===== config.mk =====
export PLATFORM = sky130hd
export DESIGN_NAME = shift_issue_stage
export DESIGN_NICKNAME = d
export VERILOG_FILES = /design/src/rtl/shift_issue_stage.sv
export SDC_FILE = /design/constraint.sdc
export NUM_CORES = 1
export LEC_CHECK = 0
export ABC_AREA = 1
export CORE_MARGIN = 1
export CORE_UTILIZATION = 43
export CTS_CLUSTER_SIZE = 30
export DETAILED_ROUTE_END_ITERATION = 7
export GPL_ROUTABILITY_DRIVEN = 1
export PLACE_DENSITY = 0.76
export SLEW_MARGIN = 20
export SYNTH_ARGS = -nofsm -noshare
export SYNTH_HDL_FRONTEND = slang
export SYNTH_SLANG_ARGS = --single-unit

===== constraint.sdc =====
create_clock -name clock -period 1.45 [get_ports clock]
set_input_delay 0.29 -clock clock [delete_from_list [all_inputs] [get_ports clock]]
set_output_delay 0.29 -clock clock [all_outputs]
set_load 0.02 [all_outputs]

===== src/rtl/shift_issue_stage.sv =====
// Issue/retire stage around an external combinational shifter (SLL/SRA).
// Requests queue in a small FIFO. The FIFO head drives the shifter from
// registers, and the shifter result is captured into an output register.
// The result is then offered to the consumer over a valid/ready handshake.
module shift_issue_stage #(
  parameter int unsigned DEPTH = 2,
  parameter int unsigned TAG_W = 4
) (
  input  logic                     clock,
  input  logic                     reset,
  input  logic                     in_valid,
  output logic                     in_ready,
  input  logic [31:0]              in_operand,
  input  logic [4:0]               in_shamt,
  input  logic                     in_op,
  input  logic [TAG_W-1:0]         in_tag,
  output logic [31:0]              sh_data_operand,
  output logic [4:0]               sh_ctrl_shiftamt,
  output logic                     sh_op,
  input  logic [31:0]              sh_result,
  output logic                     out_valid,
  input  logic                     out_ready,
  output logic [31:0]              out_result,
  output logic [TAG_W-1:0]         out_tag,
  output logic [$clog2(DEPTH):0]   count
);

  localparam int unsigned PTR_W = $clog2(DEPTH);
  localparam int unsigned CNT_W = PTR_W + 1;

  typedef struct packed {
    logic [31:0]      operand;
    logic [4:0]       shamt;
    logic             op;
    logic [TAG_W-1:0] tag;
  } req_t;

  req_t             fifo_q [DEPTH];
  logic [PTR_W-1:0] wr_ptr_q;
  logic [PTR_W-1:0] rd_ptr_q;
  logic [CNT_W-1:0] count_q;
  logic [CNT_W-1:0] count_d;
  logic             out_valid_q;
  logic [31:0]      out_result_q;
  logic [TAG_W-1:0] out_tag_q;

  logic push;
  logic head_valid;
  logic out_load;
  req_t head;

  // Handshake decode. in_ready depends only on registered occupancy.
  always_comb begin
    in_ready   = (count_q < CNT_W'(DEPTH));
    push       = in_valid & in_ready;
    head_valid = (count_q != '0);
    out_load   = head_valid & (~out_valid_q | out_ready);
    head       = fifo_q[rd_ptr_q];
  end

  // Occupancy next-state. Simultaneous push and pop leaves the count unchanged.
  always_comb begin
    count_d = count_q;
    unique case ({push, out_load})
      2'b10:   count_d = count_q + CNT_W'(1);
      2'b01:   count_d = count_q - CNT_W'(1);
      default: count_d = count_q;
    endcase
  end

  // FIFO storage and pointers. Pointers wrap naturally because DEPTH is a power of two.
  always_ff @(posedge clock or negedge reset) begin
    if (!reset) begin
      for (int i = 0; i < int'(DEPTH); i++) begin
        fifo_q[i] <= '0;
      end
      wr_ptr_q <= '0;
      rd_ptr_q <= '0;
      count_q  <= '0;
    end else begin
      if (push) begin
        fifo_q[wr_ptr_q] <= '{operand: in_operand, shamt: in_shamt, op: in_op, tag: in_tag};
        wr_ptr_q         <= wr_ptr_q + PTR_W'(1);
      end
      if (out_load) begin
        rd_ptr_q <= rd_ptr_q + PTR_W'(1);
      end
      count_q <= count_d;
    end
  end

  // Result register: load from the shifter on retire, otherwise drain when consumed.
  always_ff @(posedge clock or negedge reset) begin
    if (!reset) begin
      out_valid_q  <= 1'b0;
      out_result_q <= '0;
      out_tag_q    <= '0;
    end else if (out_load) begin
      out_valid_q  <= 1'b1;
      out_result_q <= sh_result;
      out_tag_q    <= head.tag;
    end else if (out_ready) begin
      out_valid_q  <= 1'b0;
    end
  end

  // The shifter sees the head entry straight from storage. When the FIFO is empty,
  // the stale slot contents are don't-care.
  assign sh_data_operand  = head.operand;
  assign sh_ctrl_shiftamt = head.shamt;
  assign sh_op            = head.op;

  assign out_valid  = out_valid_q;
  assign out_result = out_result_q;
  assign out_tag    = out_tag_q;
  assign count      = count_q;

endmodule


==> metrics.cfg <==
[status]
status = complete, but fails checks
violations = setup timing

[route]
vias = 4695
vias_per_cell = 4.75
first_pass_iters = 4
drc = 0
wl_per_cell_microns = 14.3
routed_wl_microns = 14100
postRouteAntennaNets = 0
first_iter_violations = 251

[cells_and_area]
drive_above_1_share_pct = 22.2
fin_util_pct = 64.8
nets = 884
final_common_cell = nand2_1
stdcell_area_sq_um = 8170
area_delta_synth_final_pct = 47.3
antennaDiodeCount = 0
layout_common_cells = nand2_1 (264), dfrtp_1 (122), clkdlybuf4s50_1 (76)
fin_cells = 989

[synthesis]
synth.distinct_cells = 20
syn-num-nets = 748
syn_area_sq_um = 5550
ys_seq_area_share_pct = 56.4
post_synth.cell_area_avg_sq_um = 8.29
syn_inst = 669
synth_seq_cells = 125
yosysWarnings = 0

[setup_path]
critical_path.max_fanout = 12
cp_slowest_cell = dfrtp_2
critical_path.cell_chain = buf_8 > buf_16 > nand2_1 > nand2_2 > buf_6
cpPeakStageDelay_ps = 430
required_ps = 1160
worst-setup-path-type = reg2out
cp-start-kind = flip-flop
arrival_ps = 1410
crit_path_end_kind = output port

[timing]
setup_viol = 38
clock.fmax_mhz = 587
maxSlewHeadroom_pct = 69.4
min_period_ps = 1700
whs_ps = 392
hold_viol_final = 0
max_slew.worst_pin.slew_ps = 459
skew_ps = 6.60
post-route-period-util_pct = 117
rsz0062_at_grt = true
worst_slack_ps = -253
slew_viol_final = 0

[pwr]
clkPwrFrac_pct = 22.3
seq_power_share_pct = 30.0
combPwrFrac_pct = 47.7
ir_drop_mv = 1.36
p_switching_uw = 8030
p_sw_share_pct = 38.7
power_density_nw_per_um2 = 2530
p_leak_uw = 0.00424
p_int_uw = 12700

[hold_path]
hp-class = in2async

[global_route]
antenna_found_initial = 1
grt_pass1_wl_microns = 21700
grt_pass1_vias = 4573
grt_use_total_pct = 21.3
grt_max_degree = 67
grt_overflow_total = 0

[die]
num_rows = 41
die_w_microns = 116
die_y_microns = 116
start_util_pct = 44.0
fp.coreArea_sq_um = 12600
pin_count = 156
die-area_sq_um = 13400

[job]
maxCapViolCount = 0

[cts]
path_clk_slew_ps = 50
numCtsBuffers = 17
worstSkewPairLatency_ps = 400
root_buffer = clkbuf_16
cts_tree = built
clock_sinks = 125
cts_buffer_depth = 2
htree_levels = 4

[place]
place_area_sq_um = 7120
gp_congestion = 0.747
dp_hpwl_microns = 8970
io_buffer_count = 155
place_inst = 947

## worst paths after layout
| path | cells after the start | to | slack, ps | startpoint |
|---|---|---|---|---|
| worst min-delay path | 2 | fifo_q[15] | 390 | reset |
| max in group asynchronous | 3 | out_tag[3] | 490 | reset |
| worst max-delay path | 5 | sh_data_operand[30] | -250 | rd_ptr_q |
| worst max register to register | 8 | count[1] | 90 | count[1] |
| min in group clock | 3 | out_result[18] | 430 | sh_result[18] |
| worst min register to register | 2 | out_result[26] | 470 | out_result[26] |
## power by group through the flow
stage / Combinational [uW] / Clock [uW] / Sequential [uW]
after global routing: 10800 / 4870 / 6380
after detailed placement: 8800 / 0 / 6130
final: 9880 / 4630 / 6210
after CTS: 9450 / 4690 / 6090
after floorplan: 5300 / 0 / 6560
after global placement: 8530 / 0 / 6050
## cell type report
class                   count  area, sq um
clock buffers              20          457
clock inverters            11          190
fillers                  1067         4450
inverters                  49          186
multi-input cells         424         1960
flip-flops and latches    125         3130
well taps                 172          215
repair buffers            188         2030
## logic make-up (layout without fill, tap and decap cells)
kind of cell / after synthesis / after routing / synth area share, %
buffers and inverters: 120 / 268 / 12.2
XOR/XNOR: 1 / 1 / 0.158
flip-flops: 125 / 125 / 56.4
AND/OR/NAND/NOR: 337 / 337 / 23.3
adder cells (fa/ha/maj): 1 / 1 / 0.225
AO/OA/AOI/OAI: 85 / 85 / 7.73
## sequential cells by signal, indices dropped and copies added, names as in the netlist
signal	flops
out_tag	4
out_result	32
wr_ptr_q	1
fifo_q	84
out_valid	1
rd_ptr_q	1
count	2
## per-stage QoR
step / setup TNS, ps / total power, uW / setup slack [ps]
6_report: -8550 / 20700 / -253
5_1_grt: -10460 / 22000 / -303
4_1_cts: -8950 / 20200 / -259
3_5_place_dp: -18710 / 14900 / -288
3_3_place_gp: -15400 / 14600 / -265
2_1_floorplan: 0 / 11900 / 35.7
## synth_stat cells
library cell,count,area (sq um)
nand2_1,330,1240
dfrtp_1,125,3130
o21ai_0,50,250
buf_4,48,360
inv_1,47,176
o21ai_1,34,170
clkbuf_1,11,41.3
buf_2,6,30.0
buf_6,5,56.3
inv_2,2,7.51
nor2_1,2,7.51
clkbuf_2,1,5.00
ha_1,1,12.5
nand3_1,1,5.00
nand3_2,1,10.0
nand3b_4,1,20.0
nand4_1,1,6.26
nor2_2,1,6.26
o21ai_2,1,8.76
xnor2_1,1,8.76
## per-layer routing
metal | vias up | wire [microns] | global-route usage (%)
li1 | 2284 | - | -
met1 | 2235 | 5940 | 26.2
met2 | 167 | 7030 | 36.1
met3 | 9 | 993 | 6.22
met4 | 0 | 137 | 6.67
met5 | - | 0 | 0
## critical path, delay by kind of cell, from the launching register on
kind,cells,cell delay [ps]
flops,1,430
buf+inv,3,440
simple gates,2,150
## repair_timing
action | in CTS | in global routing
hold buffers | 1 | 0
endpoints found under the setup margin | 78 | 52
setup buffers | 6 | 1
pin swaps | 1 | 23
cloned | 3 | 2
hold endpoints to repair | 23 | 0
gates resized for setup | 297 | 70
Power figures use the tool's default switching activity.
